<file path="src/rtl/alu_n.sv">
// rtl/alu_n.sv - registered N-bit ALU with valid/ready handshake, Z/N/C/V flags and multi-cycle shifts
// Optional shift-add multiply on opcode 12 when ALU_N_MUL_EN is defined.
module alu_n #(
    parameter int WIDTH = 8,
    parameter int SHW   = $clog2(WIDTH)
) (
    input  logic             clk,
    input  logic             rst,
    input  logic             in_valid,
    output logic             in_ready,
    input  logic [3:0]       op,
    input  logic [WIDTH-1:0] a,
    input  logic [WIDTH-1:0] b,
    input  logic             carry_in,
    output logic             out_valid,
    input  logic             out_ready,
    output logic [WIDTH-1:0] result,
    output logic             flag_z,
    output logic             flag_n,
    output logic             flag_c,
    output logic             flag_v,
    output logic             err
);
    localparam logic [3:0] OP_AND = 4'd0;
    localparam logic [3:0] OP_NOT = 4'd1;
    localparam logic [3:0] OP_OR  = 4'd2;
    localparam logic [3:0] OP_XOR = 4'd3;
    localparam logic [3:0] OP_ADD = 4'd4;
    localparam logic [3:0] OP_SUB = 4'd5;
    localparam logic [3:0] OP_TRF = 4'd6;
    localparam logic [3:0] OP_TST = 4'd7;
    localparam logic [3:0] OP_ADC = 4'd8;
    localparam logic [3:0] OP_SBC = 4'd9;
    localparam logic [3:0] OP_SHL = 4'd10;
    localparam logic [3:0] OP_SHR = 4'd11;
    localparam logic [3:0] OP_MUL = 4'd12;
    localparam logic [SHW:0] CNT_ONE = (SHW+1)'(1);

    typedef enum logic [1:0] {IDLE, BUSY, DONE} state_t;
    state_t state, state_nx;

    logic [3:0]       op_q;
    logic [WIDTH-1:0] work, work_nx;
    logic [SHW:0]     cnt;
    logic             c_work, c_work_nx;
    logic [SHW-1:0]   k;
    logic [WIDTH-1:0] r_val, f_val;
    logic             c_val, v_val, e_val, long_op, cin;
    logic [WIDTH:0]   add_ext, sub_ext;
`ifdef ALU_N_MUL_EN
    localparam logic [SHW:0] CNT_MUL = (SHW+1)'(WIDTH);
    logic [WIDTH-1:0] acc, acc_nx, mcand;
    logic [WIDTH:0]   mul_sum;
`endif

    assign k         = b[SHW-1:0];
    assign in_ready  = (state == IDLE);
    assign out_valid = (state == DONE);

    // Single-cycle datapath, evaluated from the live inputs in IDLE
    always_comb begin
        cin     = (op == OP_ADC || op == OP_SBC) ? flag_c : carry_in;
        add_ext = {1'b0, a} + {1'b0, b} + {{WIDTH{1'b0}}, cin};
        sub_ext = {1'b0, a} - {1'b0, b} - {{WIDTH{1'b0}}, cin};
        r_val   = result;
        c_val   = flag_c;
        v_val   = 1'b0;
        e_val   = 1'b0;
        long_op = 1'b0;
        case (op)
            OP_AND: r_val = a & b;
            OP_NOT: r_val = ~a;
            OP_OR:  r_val = a | b;
            OP_XOR: r_val = a ^ b;
            OP_ADD, OP_ADC: begin
                r_val = add_ext[WIDTH-1:0];
                c_val = add_ext[WIDTH];
                v_val = (a[WIDTH-1] == b[WIDTH-1]) && (add_ext[WIDTH-1] != a[WIDTH-1]);
            end
            OP_SUB, OP_SBC: begin
                r_val = sub_ext[WIDTH-1:0];
                c_val = sub_ext[WIDTH];
                v_val = (a[WIDTH-1] != b[WIDTH-1]) && (sub_ext[WIDTH-1] != a[WIDTH-1]);
            end
            OP_TRF: r_val = a;
            OP_TST: r_val = result;
            OP_SHL, OP_SHR: begin
                r_val   = a;
                long_op = (k != '0);
            end
`ifdef ALU_N_MUL_EN
            OP_MUL: long_op = 1'b1;
`endif
            default: begin
                r_val = '0;
                e_val = 1'b1;
            end
        endcase
        f_val = (op == OP_TST) ? (a & b) : r_val;
    end

    // One iteration of the multi-cycle operation held in op_q
    always_comb begin
        work_nx   = work;
        c_work_nx = c_work;
`ifdef ALU_N_MUL_EN
        acc_nx  = acc;
        mul_sum = '0;
`endif
        case (op_q)
            OP_SHL: begin
                work_nx   = {work[WIDTH-2:0], 1'b0};
                c_work_nx = work[WIDTH-1];
            end
            OP_SHR: begin
                work_nx   = {1'b0, work[WIDTH-1:1]};
                c_work_nx = work[0];
            end
`ifdef ALU_N_MUL_EN
            OP_MUL: begin
                // {acc, work} is the product register; multiplier bits leave work at the bottom
                mul_sum   = {1'b0, acc} + (work[0] ? {1'b0, mcand} : {(WIDTH+1){1'b0}});
                acc_nx    = mul_sum[WIDTH:1];
                work_nx   = {mul_sum[0], work[WIDTH-1:1]};
                c_work_nx = (mul_sum[WIDTH:1] != '0);
            end
`endif
            default: ;
        endcase
    end

    always_ff @(posedge clk) begin
        if (rst) state <= IDLE;
        else     state <= state_nx;
    end

    always_comb begin
        state_nx = state;
        case (state)
            IDLE:    if (in_valid) state_nx = long_op ? BUSY : DONE;
            BUSY:    if (cnt == CNT_ONE) state_nx = DONE;
            DONE:    if (out_ready) state_nx = IDLE;
            default: state_nx = IDLE;
        endcase
    end

    always_ff @(posedge clk) begin
        if (rst) begin
            result <= '0;
            flag_z <= 1'b0;
            flag_n <= 1'b0;
            flag_c <= 1'b0;
            flag_v <= 1'b0;
            err    <= 1'b0;
            op_q   <= '0;
            work   <= '0;
            cnt    <= '0;
            c_work <= 1'b0;
`ifdef ALU_N_MUL_EN
            acc    <= '0;
            mcand  <= '0;
`endif
        end else begin
            case (state)
                IDLE: if (in_valid) begin
                    op_q   <= op;
                    work   <= a;
                    cnt    <= {1'b0, k};
                    c_work <= flag_c;
`ifdef ALU_N_MUL_EN
                    acc    <= '0;
                    mcand  <= a;
                    if (op == OP_MUL) begin
                        work <= b;
                        cnt  <= CNT_MUL;
                    end
`endif
                    if (!long_op) begin
                        result <= r_val;
                        flag_z <= (f_val == '0);
                        flag_n <= f_val[WIDTH-1];
                        flag_c <= c_val;
                        flag_v <= v_val;
                        err    <= e_val;
                    end
                end
                BUSY: begin
                    work   <= work_nx;
                    c_work <= c_work_nx;
                    cnt    <= cnt - CNT_ONE;
`ifdef ALU_N_MUL_EN
                    acc    <= acc_nx;
`endif
                    if (cnt == CNT_ONE) begin
                        result <= work_nx;
                        flag_z <= (work_nx == '0);
                        flag_n <= work_nx[WIDTH-1];
                        flag_c <= c_work_nx;
                        flag_v <= 1'b0;
                        err    <= 1'b0;
                    end
                end
                default: ;
            endcase
        end
    end
endmodule

</file>
<file path="config.mk">
export PLATFORM = sky130hd
export DESIGN_NAME = alu_n
export DESIGN_NICKNAME = d
export VERILOG_FILES = /design/src/rtl/alu_n.sv
export SDC_FILE = /design/constraint.sdc
export NUM_CORES = 1
export LEC_CHECK = 0
export BUFFER_PORTS_ARGS = -buffer_cell sky130_fd_sc_hd__buf_2
export CAP_MARGIN = 20
export CORE_AREA = 5 5 116 74
export CTS_CLUSTER_SIZE = 14
export DETAILED_ROUTE_END_ITERATION = 12
export DIE_AREA = 0 0 121 79
export HOLD_SLACK_MARGIN = 0.03
export PLACE_DENSITY_LB_ADDON = 0.1
export SETUP_SLACK_MARGIN = 0.02
export SLEW_MARGIN = 20
export SYNTH_ARGS = -nofsm -noshare
export SYNTH_HDL_FRONTEND = slang
export SYNTH_SLANG_ARGS = --single-unit
export TNS_END_PERCENT = 10
</file>
<file path="constraint.sdc">
create_clock -name clk -period 3.75 [get_ports clk]
set_input_delay 0.1875 -clock clk [delete_from_list [all_inputs] [get_ports clk]]
set_output_delay 0.1875 -clock clk [all_outputs]
set_load 0.02 [all_outputs]
</file>
==> results of run 1 <==
==> stage by stage <==
| stage | cell area (sq um) | hold WS [ns] | util (%) | cells | worst slack, ns |
|---|---|---|---|---|---|
| 3_3_place_gp | 3520 | 0.444 | 46.7 | 572 | 0.214 |
| 3_5_place_dp | 3520 | 0.446 | 46.7 | 572 | 0.132 |
| 5_1_grt | 3700 | 0.208 | 49.1 | 580 | 0.228 |
| 2_1_floorplan | 3250 | 0.342 | - | 445 | 0.0459 |
| 4_1_cts | 3700 | 0.180 | 49.1 | 580 | 0.389 |
| 6_report | 3700 | 0.176 | 49.1 | 580 | 0.369 |
==> registers in the layout (all words and copies together), names as in the netlist <==
name and flops:
cnt 4, result 8, state 2, flag_v 1, err 1, flag_c 1, flag_n 1, op_q 4
flag_z 1, work 8, c_work 1
==> cells by family after synthesis <==
family / after synthesis / synth area share (%)
mux: 15 / 4.73
fa+ha+maj: 36 / 14.8
buf+inv: 60 / 7.39
flops: 32 / 19.7
compound gates: 136 / 28.2
xor+xnor: 8 / 2.16
simple gates: 158 / 23.1
==> layout make-up <==
type                            instances  area (sq um)  area share [%]
Sequential cell                        32           641            17.3
Clock buffer                            7           153            4.13
Clock inverter                          1          30.0           0.812
Multi-Input combinational cell        353          2370            64.1
Inverter                               33           124            3.35
Tap cell                              108           135            3.65
Timing Repair Buffer                   46           248            6.70
==> cells in the final DEF (no fill, tap or decap), types with 6 or more instances in the layout <==
master / Yosys / routed
nor2_1: 49 / 49
a22oi_1: 7 / 7
nand2_1: 47 / 47
nor3_1: 10 / 10
ha_1: 32 / 32
xnor2_1: 6 / 6
a21oi_1: 37 / 37
or3_1: 6 / 6
buf_4: 0 / 7
inv_1: 33 / 33
a221oi_1: 6 / 6
o21ai_0: 22 / 22
dfxtp_1: 32 / 32
nand2b_1: 10 / 10
a211oi_1: 13 / 13
mux2i_1: 12 / 12
buf_2: 6 / 39
nand3_1: 10 / 10
==> cell usage after synthesis (all sizes together), types with 3 or more instances <==
cell     n  area share, %
a211o    5            1.3
a211oi  13            3.0
a21o     4           0.92
a21oi   38            6.0
a221oi   6            1.6
a22oi    7            1.6
a311oi   3            1.0
a31oi    5           0.96
a32oi    4            1.1
buf      8            1.4
clkbuf  19            2.2
dfxtp   32             20
fa       4            2.5
ha      32             12
inv     33            3.8
mux2     3            1.0
mux2i   12            3.7
nand2   47            5.4
nand2b  10            1.9
nand3   10            1.5
nand4    3           0.58
nor2    49            5.7
nor2b    5           0.96
nor3    10            1.5
o211ai   5            1.2
o21a     4           0.92
o21ai   23            3.5
o311ai   4            1.1
or3      6            1.2
or4      3           0.81
xnor2    6            1.6
==> critical path, stage by stage, from the launching register on <==
cell and delay [ns]:
dfxtp_1 0.37, mux2i_1 0.24, inv_1 0.08, fa_1 0.53, inv_1 0.05, ha_1 0.18
o21a_1 0.21, or4_4 0.42, a311oi_2 0.24, o211ai_1 0.14, or3_1 0.31, or4_1 0.42
o21ai_1 0.13
==> worst min path at each step <==
stage / depth (start not counted) / endpoint / startpoint
global route: 3 / state[1] / out_ready
global placement: 2 / op_q[2] / op_q[2]
CTS: 3 / state[1] / out_ready
finish: 3 / state[1] / out_ready
floorplan: 2 / work[3] / a[3]
detailed placement: 2 / flag_v / flag_v
==> report_power, final <==
| group | internal [uW] | switching, uW |
|---|---|---|
| Clock | 350 | 154 |
| Combinational | 170 | 269 |
| Sequential | 365 | 26.4 |
==> routing by layer <==
layer | global-route usage (%) | up-vias | share of wire [%]
met3 | 7.19 | 4 | 11
met4 | 3.05 | 0 | 0.27
met2 | 32.2 | 163 | 40
met1 | 34.9 | 1626 | 49
li1 | - | 1657 | -
met5 | 0 | - | 0
==> results.cfg, run 1 <==
[floorplanning]
io_pins = 40
dieArea_sq_mm = 0.00956
coreArea_sq_mm = 0.00754
die_w_microns = 121
die_h_microns = 79
start_util_pct = 43.1
row_count = 25

[worst_setup_path]
crit_start = flag_c
rr_worst_depth = 12
crit_fanout = 4
r2r_start = flag_c
cp-end-kind = flip-flop
worstPathArrival_ns = 3.60
worstSetupPathType = reg2reg
ff2ff_setup_slack_ns = 0.37
crit_required_ns = 3.97
critPathCapture = flag_z
rr_endpoint = flag_z
worstSetupStartpointType = flip-flop

[global_route]
grt-ovfl-total = 0
grt_pass1_wl_microns = 17300
grt_max_degree = 34
globalRouteTotalUtil_pct = 23.0
grt_pass1_vias = 3168
antenna_found_initial = 0

[final_layout]
fillers = 782
antennaDiodeCount = 0
syn_to_final_growth_pct = 13.8
fin_nets = 532
drive_above_1_share_pct = 13.3

[timing]
slew_violations = 0
hold_viol = 0
min_period_over_period_pct = 90.2
relSlewSlack_pct = 49.6
finalSetupTns_ns = 0
finalSetupViolCount = 0
fmax_ghz = 0.296
clock_skew_ns = 0.00715
min_period_ns = 3.38
worst_pin_slew_ns = 0.754
rsz0062_at_grt = false

[clock_tree]
clockBufferDepth = 2
cts_buffers = 5
hold_buffers = 0
htreeDepth = 2
post_cts_buffers = 0
cts-resized-gates = 0
cts_tree = built
cts-root-buf = clkbuf_16
clock-sinks = 32
clkLatencyLatePin_ns = 0.28
path_clk_slew_ns = 0.06

[pwr]
max-vdd-ir-drop_mv = 0.229
powerDensity_mw_per_mm2 = 361
power.leakage_uw = 0.00157
finalPower_uw = 1330

[detailed_routing]
drtIter0Drc = 242
drc = 0
drt_wl_total_microns = 10800
viasPerCell = 5.95
via_count = 3450
drt-wirelength-per-cell_microns = 18.7
drtAntennaViolNets = 0
firstDrtPassIters = 5

[yosys]
yosysWarnings = 0
synth_flop_cell = dfxtp_1
synth_cell_types = 59
syn-instance-count = 445
syn-num-nets = 506
async_flop_share_pct = 0
yosysSeqAreaShare_pct = 19.7
synth_edf_count = 0
ys_ff_latch = 32
syn_area_per_cell_sq_um = 7.30
synthesis.area_sq_mm = 0.00325

[run]
maxCapViolCount = 0

[place]
gp_congestion = 0.902
dp_hpwl_microns = 8330
numPortBuffers = 39

[run_status]
status = finished, final reports clean

[hold_path]
hp-class = in2reg
(Power assumes the default switching activity.)
==> run 2, diff against run 1 <==
clock period = 3.2 ns   (was 3.75 ns; I/O delays follow)
==> results.cfg, run 2 (same netlist as run 1, synthesis figures left out) <==
[timing]
slew_violations = 0
fin_ws_ns = -0.0796
relSlewSlack_pct = 43.6
worst_pin_slew_ns = 0.843
clock_skew_ns = 0.00815
hold_viol = 0
finalSetupViolCount = 1
min_period_ns = 3.28
fmax_ghz = 0.305
min_period_over_period_pct = 102
rsz0062_at_grt = true

[worst_setup_path]
worstPathArrival_ns = 3.49
crit_fanout = 3
r2r_start = flag_c
cp-end-kind = flip-flop
cp_top_family = simple AND/OR/NAND/NOR gates
rr_endpoint = flag_z
critPathBufInv = 2
crit_top_cell = inv_1
worstSetupPathType = reg2reg
slowest_stage = fa_2
path_depth = 12
max_stage_delay_ns = 0.55
ff2ff_setup_slack_ns = -0.08
critPathCapture = flag_z
worstSetupStartpointType = flip-flop
crit_start = flag_c
rr_worst_depth = 12
crit_chain = mux2i_4, inv_1, fa_2, inv_1, ha_2, o21a_1, or4_4, a311oi_2, o211ai_1, or3_1, or4_1, o21ai_1
crit_required_ns = 3.41

[detailed_routing]
drc = 0
drtAntennaViolNets = 0
via_count = 3492
viasPerCell = 5.91
drtIter0Drc = 345
firstDrtPassIters = 7
drt_wl_total_microns = 10800
drt-wirelength-per-cell_microns = 18.4

[global_route]
antenna_found_initial = 0
globalRouteTotalUtil_pct = 22.9
grt_pass1_wl_microns = 17300
grt_max_degree = 34
grt-ovfl-total = 0
grt_pass1_vias = 3210

[place]
place_area_sq_mm = 0.00361
dp_cells = 583
numPortBuffers = 39
dp_hpwl_microns = 8320
gp_congestion = 0.972

[pwr]
power.leakage_uw = 0.00161
max-vdd-ir-drop_mv = 0.283
powerDensity_mw_per_mm2 = 394

[final_layout]
drive_above_1_share_pct = 17.4
reg_top3 = result x8, work x8
syn_to_final_growth_pct = 17.3
antennaDiodeCount = 0
mostFrequentLayoutCells = nor2_1 (48), nand2_1 (47), buf_2 (39)
fin_nets = 543
fin_cells = 591
fillers = 781
final_common_cell = nor2_1
finalInstanceArea_sq_mm = 0.00381

[floorplanning]
start_util_pct = 43.1
io_pins = 40
die_h_microns = 79
die_w_microns = 121
dieArea_sq_mm = 0.00956
row_count = 25
coreArea_sq_mm = 0.00754

[hold_path]
hp-class = in2reg

[clock_tree]
cts_buffers = 5
post_cts_buffers = 0
cts-root-buf = clkbuf_16
clkLatencyLatePin_ns = 0.28
clockBufferDepth = 2
htreeDepth = 2
cts_tree = built
path_clk_slew_ns = 0.05
clock-sinks = 32

[run_status]
violations = negative setup slack
status = complete, but fails checks

[run]
maxCapViolCount = 0
-- run 2: cell count changes in the layout (fill, tap and decap cells not counted), sizes merged --
cell,delta
clkinvlp,+1
bufinv,-1
buf,+11
-- run 2: worst min-delay path by stage --
stage          slack (ns)       from  endpoint  cells past startpoint
3_5_place_dp         0.43  out_ready  state[1]                      3
6_report             0.14  out_ready  state[1]                      3
5_1_grt              0.16  out_ready  state[1]                      3
4_1_cts              0.14  out_ready  state[1]                      3
2_1_floorplan        0.31       a[3]   work[3]                      2
3_3_place_gp         0.43  out_ready  state[1]                      3
-- run 2: layout make-up --
| type | instances | area (sq um) | share of cell area [%] |
|---|---|---|---|
| multi-input combinational | 353 | 2430 | 63.7 |
| tap | 108 | 135 | 3.54 |
| inverter | 33 | 124 | 3.25 |
| clock inverter | 1 | 7.51 | 0.197 |
| clock buffer | 7 | 143 | 3.74 |
| timing repair buffer | 57 | 334 | 8.76 |
| sequential | 32 | 642 | 16.8 |
-- run 2: power breakdown --
| part | leakage (uW) | total, uW | switching (uW) | internal (uW) |
|---|---|---|---|---|
| clock | 0.0000701 | 484 | 175 | 309 |
| combinational | 0.00128 | 557 | 328 | 229 |
| sequential | 0.000263 | 461 | 32.9 | 429 |
| total | 0.00161 | 1500 | 536 | 967 |
-- run 2: repair_timing --
action	CTS	global route
resized for setup	5	9
hold buffers	0	0
endpoints found under the setup margin	4	4
pin swaps	1	2
endpoints found under the hold margin	0	0
-- run 2: stage by stage --
step                utilization [%]  hold slack, ns  TNS [ns]  setup slack (ns)  total power [uW]
detailed placement             47.9           0.428     -1.21            -0.378               993
floorplan                         -           0.315    -0.237            -0.237               822
CTS                            50.1           0.140   -0.0892           -0.0892              1480
global placement               47.9           0.429    -0.994            -0.307               989
global route                   50.6           0.159    -0.226            -0.224              1590
finish                         50.6           0.142   -0.0796           -0.0796              1500
-- run 2: layer usage --
layer / GRT usage [%] / vias up / share of wire [%]
met5: 0 / - / 0
met4: 2.26 / 0 / 0.092
met3: 5.55 / 2 / 10
met2: 32.4 / 164 / 39
met1: 35.8 / 1645 / 50
li1: - / 1681 / -
-- run 2: worst reg2reg max path, cell delays in order, from the launching register on --
cell and delay [ns]:
dfxtp_2 0.35, mux2i_4 0.17, inv_1 0.07, fa_2 0.55
inv_1 0.05, ha_2 0.15, o21a_1 0.19, or4_4 0.41
a311oi_2 0.25, o211ai_1 0.17, or3_1 0.33, or4_1 0.40
o21ai_1 0.12
